File: src/rtl/quadrature_gen.sv
// Quadrature A/B generator: steps a Gray-coded position one transition at a time
// toward a commanded target, one step per programmable interval.
module quadrature_gen #(
    parameter int DATA_LEN  = 8,
    parameter int DIV_WIDTH = 16
) (
    input  logic                 clk,
    input  logic                 reset,
    input  logic [DATA_LEN-1:0]  target,
    input  logic                 load,
    input  logic [DIV_WIDTH-1:0] period,
    output logic                 a,
    output logic                 b,
    output logic [DATA_LEN-1:0]  position,
    output logic                 busy,
    output logic                 done
);

    typedef enum logic {
        S_IDLE = 1'b0,
        S_RUN  = 1'b1
    } state_t;

    state_t                r_state;
    logic [DATA_LEN-1:0]   r_tgt;
    logic [DIV_WIDTH-1:0]  r_timer;
    logic [DATA_LEN-1:0]   r_pos;
    logic                  r_a;
    logic                  r_b;
    logic                  r_busy;
    logic                  r_done;

    state_t                w_state;
    logic [DATA_LEN-1:0]   w_tgt;
    logic [DIV_WIDTH-1:0]  w_timer;
    logic [DATA_LEN-1:0]   w_pos;
    logic [DATA_LEN-1:0]   w_step_pos;
    logic [DATA_LEN-1:0]   w_tgt_eff;
    logic                  w_busy;
    logic                  w_done;
    logic [1:0]            w_ab;

    // Gray phase of a position: {a, b} = {p[1]^p[0], p[1]}
    function automatic logic [1:0] phase_of(input logic [DATA_LEN-1:0] p);
        return {p[1] ^ p[0], p[1]};
    endfunction

    // Next-state and next-output logic for the IDLE/RUN controller
    always_comb begin
        w_state    = r_state;
        w_tgt      = r_tgt;
        w_timer    = r_timer;
        w_pos      = r_pos;
        w_busy     = r_busy;
        w_done     = 1'b0;
        w_step_pos = r_pos;
        w_tgt_eff  = r_tgt;

        case (r_state)
            S_IDLE: begin
                if (load) begin
                    w_tgt = target;
                    if (target != r_pos) begin
                        w_timer = period;
                        w_busy  = 1'b1;
                        w_state = S_RUN;
                    end else begin
                        w_done = 1'b1;
                    end
                end else begin
                    w_state = S_IDLE;
                end
            end
            S_RUN: begin
                // A step always uses the tgt held before any same-edge load
                if (r_timer == {DIV_WIDTH{1'b0}}) begin
                    if (r_tgt > r_pos) begin
                        w_step_pos = r_pos + DATA_LEN'(1);
                    end else if (r_tgt < r_pos) begin
                        w_step_pos = r_pos - DATA_LEN'(1);
                    end else begin
                        w_step_pos = r_pos;
                    end
                    w_timer = period;
                end else begin
                    w_timer = r_timer - DIV_WIDTH'(1);
                end
                w_tgt_eff = load ? target : r_tgt;
                w_tgt     = w_tgt_eff;
                w_pos     = w_step_pos;
                if (w_step_pos == w_tgt_eff) begin
                    w_state = S_IDLE;
                    w_busy  = 1'b0;
                    w_done  = 1'b1;
                end else begin
                    w_state = S_RUN;
                end
            end
            default: begin
                w_state = S_IDLE;
                w_busy  = 1'b0;
            end
        endcase

        w_ab = phase_of(w_pos);
    end

    // State and output registers with synchronous reset
    always_ff @(posedge clk) begin
        if (reset) begin
            r_state <= S_IDLE;
            r_tgt   <= {DATA_LEN{1'b0}};
            r_timer <= {DIV_WIDTH{1'b0}};
            r_pos   <= {DATA_LEN{1'b0}};
            r_a     <= 1'b0;
            r_b     <= 1'b0;
            r_busy  <= 1'b0;
            r_done  <= 1'b0;
        end else begin
            r_state <= w_state;
            r_tgt   <= w_tgt;
            r_timer <= w_timer;
            r_pos   <= w_pos;
            r_a     <= w_ab[1];
            r_b     <= w_ab[0];
            r_busy  <= w_busy;
            r_done  <= w_done;
        end
    end

    assign a        = r_a;
    assign b        = r_b;
    assign position = r_pos;
    assign busy     = r_busy;
    assign done     = r_done;

endmodule
File: config.mk
export PLATFORM = sky130hd
export DESIGN_NAME = quadrature_gen
export DESIGN_NICKNAME = d
export VERILOG_FILES = /design/src/rtl/quadrature_gen.sv
export SDC_FILE = /design/constraint.sdc
export NUM_CORES = 1
export LEC_CHECK = 0
export CAP_MARGIN = 20
export CORE_MARGIN = 3
export CORE_UTILIZATION = 40
export DETAILED_ROUTE_END_ITERATION = 12
export SLEW_MARGIN = 0
export SYNTH_ARGS = -nofsm -noshare
export SYNTH_HDL_FRONTEND = slang
export SYNTH_SLANG_ARGS = --single-unit
File: constraint.sdc
create_clock -name clk -period 5.4 [get_ports clk]
set_input_delay 1.08 -clock clk [delete_from_list [all_inputs] [get_ports clk]]
set_output_delay 1.08 -clock clk [all_outputs]
set_load 0.02 [all_outputs]
==> metrics.cfg, run 1 <==
[route]
ant_nets=0
wl_per_cell_um=15.37
drt-total-wl_um=6534
drc=0
drtIter0Drc=126
first_pass_iters=4
avgViaCountPerCell=5.595
vias=2378

[worst_setup_path]
cp_top_family=compound AO/OA/AOI/OAI gates
startpoint=position[1]$_SDFF_PP0_
cp_slowest_cell=a21oi_1
crit_fanout=12
slowest_delay_ns=0.64
crit_buf_inv=1
path_cells=inv_1 -> ha_1 -> nor2b_1 -> o211ai_1 -> a21oi_1 -> o21ai_0 -> o21ai_0 -> xnor2_1 -> nor4_2 -> a41oi_1 -> and2_1
cp-end-kind=flop
cp_data_required_time_ns=5.59
crit_top_cell=o21ai_0
setup.worst_path.start_class=flop
criticalPathCategory=flop to flop
arrival_ns=3.51
r2r-start=position[1]$_SDFF_PP0_

[timing]
slew_viol_final=0
fin_tns_setup_ns=0
hold_viol_final=0
rsz0062_at_grt=false
finalCritPeriodShare=0.6149
period_needed_ns=3.320
fin_skew_ns=0.007773
finalSetupViolCount=0
fin_ws_ns=2.080
slew_headroom=0.3728
tightest_slew_ns=0.9373
fmax_mhz=301.2

[final_layout]
fillers=578
final_area_um2=2992
diodes=0
area_growth_pct=21.31
multi_input_area_um2=1633
layout_commonest_cell=nor2_1
stdcell_count=425
final_cell_mix=nor2_1, clkdlybuf4s50_1, dfxtp_1
seqCellArea_um2=720.7
fin_nets=390
drive_gt1_frac=0.06516

[place]
placedCellCount=417
hpwl_um=4792
place_ws_ns=1.836
place.port_buffers=38
place.gp.congestion=0.9067
place_area_um2=2880

[power]
leakage_nw=1.144
ir_worst_vdd_v=0.0001586
power_density_nw_per_um2=258.3

[clock_tree]
clock_path_buffers=2
post_cts_buffers=0
worstSkewPairLatency_ns=0.29
cts-buffers-inserted=5
cts_resized=0
hold_buffers=0
htreeDepth=2
tritoncts=yes
path_clk_slew_ns=0.08
clkSinkCount=36
root_buffer=clkbuf_8

[floorplan]
coreArea_um2=5743
fp.dieW_um=84.52
io_pins=39
die_h_um=84.52
dieArea_um2=7144
initial_core_util=0.4294
core.rowCount=27

[global_routing]
grt_max_degree=36
grt_overflow=0
grt_pass1_vias=2194
grt_pass1_wl_um=11170
antenna_found_initial=0
grt_usage=0.1912

[synthesis]
syn_inst=322
netlist_area_um2=2466
synth.area.top_cells=dfxtp_1, xnor2_1, nor2_1, ha_1, a21oi_1
synth_edf_count=0
synth_cell_type_count=46
synth_top_area_frac=0.2922
yosys_warnings=0
ys_seq_area_frac=0.2922
ys_seq_elements=36
ys.flop_type=dfxtp_1
syn-num-nets=360
syn_area_per_cell_um2=7.659
async_reset_ff_frac=0
yosysTopAreaCell=dfxtp_1

[worst_hold_path]
worstHoldPathType=flop to flop
holdCritStartpoint=r_timer[6]$_SDFFE_PP0P_

[run]
max_cap_viol_count=0

[status]
status=complete, no violations

cells in the mapped netlist, types with 5 or more instances:
master    instances
ha_1             11
nor3_1           12
a21oi_1          25
a22oi_1           5
nor4_1            8
nand2_1          20
nand3_1           6
xnor2_1          21
mux2i_1           8
xor2_1            8
o21ai_0          24
inv_1            11
a211oi_1          7
nand4_1           8
dfxtp_1          36
clkbuf_1         14
nor2_1           46
final timing paths:
path,cells past startpoint,to,slack [ns]
setup / recovery,11,r_state$_SDFF_PP0_,2.08
hold / removal,2,r_timer[6]$_SDFFE_PP0P_,0.50
setup reg to reg,11,r_state$_SDFF_PP0_,2.08
hold reg to reg,2,r_timer[6]$_SDFFE_PP0P_,0.50
sequential cells by signal (all words and copies together), names as in the netlist:
register  cells
a             1
busy          1
done          1
position      8
r_state       1
r_tgt         8
r_timer      16
cells by family (layout without fill, tap and decap cells):
kind of cell / count (synthesis) / after routing / share of synthesized area
simple gates: 124 / 124 / 0.2547
fa+ha+maj: 11 / 11 / 0.05581
mux: 9 / 9 / 0.03704
flops: 36 / 36 / 0.2922
xor+xnor: 29 / 29 / 0.1030
compound gates: 84 / 84 / 0.2116
buf+inv: 29 / 60 / 0.04566
power breakdown:
| group | leakage, nW | switching [mW] | internal, mW |
|---|---|---|---|
| Clock | 0.0541 | 0.108 | 0.137 |
| Combinational | 0.794 | 0.131 | 0.0924 |
| Sequential | 0.296 | 0.0196 | 0.284 |
| Total | 1.14 | 0.259 | 0.514 |
per-layer routing:
metal | part of all wire | wire [µm] | global-route usage | vias up
li1 | - | - | - | 1218
met1 | 0.51 | 3341 | 0.3054 | 1083
met2 | 0.41 | 2648 | 0.2591 | 73
met3 | 0.075 | 490 | 0.03337 | 4
met4 | 0.0083 | 54 | 0.04892 | 0
met5 | 0 | 0 | 0 | -
cell type report:
| class | instances | share of cell area |
|---|---|---|
| Multi-Input combinational cell | 257 | 0.5458 |
| Sequential cell | 36 | 0.2409 |
| Timing Repair Buffer | 39 | 0.1297 |
| Tap cell | 72 | 0.03011 |
| Clock buffer | 5 | 0.02300 |
| Inverter | 13 | 0.01631 |
| Clock inverter | 3 | 0.01422 |
worst register-to-register path: stages (launching register included):
cell and delay (ns):
dfxtp_1 0.60, inv_1 0.18, ha_1 0.34, nor2b_1 0.13
o211ai_1 0.10, a21oi_1 0.64, o21ai_0 0.26, o21ai_0 0.24
xnor2_1 0.13, nor4_2 0.27, a41oi_1 0.17, and2_1 0.18
stage by stage:
stage	hold slack [ns]	total power, mW	utilization
after floorplan	0.4555	0.4661	-
after global placement	0.4805	0.5309	0.5015
after detailed placement	0.4893	0.5311	0.5015
after CTS	0.5040	0.7799	0.5209
after global routing	0.5379	0.8248	0.5209
final	0.5024	0.7728	0.5209
No activity file was read; power rests on OpenSTA's default activity.
==> inputs of run 2 (changes only) <==
Clock period 5.4 ns to 3.3 ns, I/O delays scaled along.
==> run 2 against run 1 <==
Net effect: combinational power is 70% higher; sequential cell count stayed put; largest power group unchanged; clock skew is 0.0024 ns lower; critical endpoint unchanged; first-iteration DRC count is 33% lower; via count is 0.50% higher; power is 66% higher; critical path depth stayed put; highest routed layer unchanged; cell count is 2.1% higher; routed wire length is 3.4% higher; critical path type unchanged.
==> metrics.cfg, run 2 (synthesis results as in run 1) <==
[status]
status=complete, no violations

[worst_setup_path]
crit_buf_inv=1
arrival_ns=3.23
slowest_delay_ns=0.53
cp.depth=11
cp_top_family=simple AND/OR/NAND/NOR gates
cp_slowest_cell=dfxtp_1
cp_data_required_time_ns=3.50
setup.worst_path.start_class=flop
criticalPathCategory=flop to flop
path_cells=inv_1 -> ha_1 -> nand4_1 -> or2_2 -> and3_1 -> a31o_2 -> a41oi_1 -> xnor2_1 -> nor2_1 -> a41oi_1 -> and2_1
r2r_cells=11
crit_top_cell=a41oi_1
cp-end-kind=flop
crit_fanout=8

[clock_tree]
tritoncts=yes
worstSkewPairLatency_ns=0.30
hold_buffers=0
htreeDepth=2
path_clk_slew_ns=0.08
post_cts_buffers=0
clock_path_buffers=2
root_buffer=clkbuf_8
cts-buffers-inserted=5
clkSinkCount=36
cts_resized=0

[global_routing]
antenna_found_initial=0
grt_max_degree=20
grt_overflow=0
grt_pass1_vias=2321
grt_pass1_wl_um=11420
grt_usage=0.1966

[run]
max_cap_viol_count=0

[floorplan]
io_pins=39
coreArea_um2=5743
core.rowCount=27
fp.dieW_um=84.52
initial_core_util=0.4294
die_h_um=84.52
dieArea_um2=7144

[place]
place.gp.congestion=0.8845
place_area_um2=2948
place.port_buffers=38
hpwl_um=5208

[worst_hold_path]
worstHoldPathType=flop to flop
hold_depth=2

[final_layout]
fillers=580
drive_gt1_frac=0.08840
diodes=0
final_cell_mix=nor2_1, clkdlybuf4s50_1, dfxtp_1
largest_reg_flops=16
area_growth_pct=24.05
regMostFlops=r_timer
postLayoutCoreUtil=0.5327
fin_nets=399
layout_commonest_cell=nor2_1
final_area_um2=3059

[route]
wl_per_cell_um=15.56
drt-total-wl_um=6754
avgViaCountPerCell=5.507
ant_nets=0
drc=0
vias=2390
first_pass_iters=4
drtIter0Drc=84

[timing]
finalCritPeriodShare=0.9185
fin_tns_setup_ns=0
slew_viol_final=0
tightest_slew_ns=0.9146
rsz0062_at_grt=false
fin_skew_ns=0.005407
period_needed_ns=3.031
hold_viol_final=0
fmax_mhz=329.9
finalSetupViolCount=0
slew_headroom=0.3880

[power]
power_density_nw_per_um2=418.1
ir_worst_vdd_v=0.0002257
total_power_mw=1.279
leakage_nw=1.189

-- run 2: layout make-up --
| type | instances | area [µm²] | area share |
|---|---|---|---|
| multi-input cells | 257 | 1633 | 0.5337 |
| flip-flops and latches | 36 | 720.7 | 0.2356 |
| repair buffers | 48 | 455.4 | 0.1489 |
| well taps | 72 | 90.09 | 0.02945 |
| clock buffers | 5 | 68.82 | 0.02249 |
| inverters | 13 | 48.80 | 0.01595 |
| clock inverters | 3 | 42.54 | 0.01391 |
-- run 2: where the power goes --
part           total (mW)  internal, mW  switching [mW]
Combinational       0.381         0.161           0.221
Clock               0.401         0.224           0.178
Sequential          0.496         0.465          0.0309
Total                1.28         0.850           0.429
-- run 2: tightest hold or removal path: cells and delay by family, from the launching register on --
kind           cells  cell delay, ns
AO/OA/AOI/OAI      2            0.13
flip-flops         1            0.32
-- run 2: through the flow --
step | instances | setup slack [ns] | hold WS, ns
6_report | 434 | 0.2689 | 0.5007
5_1_grt | 434 | 0.02288 | 0.5321
4_1_cts | 434 | 0.2728 | 0.5000
3_5_place_dp | 426 | 0.2953 | 0.4889
3_3_place_gp | 426 | 0.3604 | 0.4860
2_1_floorplan | 322 | 0.2943 | 0.4555
-- run 2: path summary, 6_finish.rpt --
kind	startpoint	endpoint	slack, ns
max	position[6]$_SDFFE_PP0P_	r_state$_SDFF_PP0_	0.27
max reg2reg	position[6]$_SDFFE_PP0P_	r_state$_SDFF_PP0_	0.27
min reg2reg	r_timer[15]$_SDFFE_PP0P_	r_timer[15]$_SDFFE_PP0P_	0.50
min	r_timer[15]$_SDFFE_PP0P_	r_timer[15]$_SDFFE_PP0P_	0.50
-- run 2: metal layers --
metal	vias to the layer above	wire, µm	track usage
met5	-	0	0
met4	0	56	0.04892
met3	8	548	0.05299
met2	83	2877	0.2904
met1	1065	3271	0.2829
li1	1234	-	-
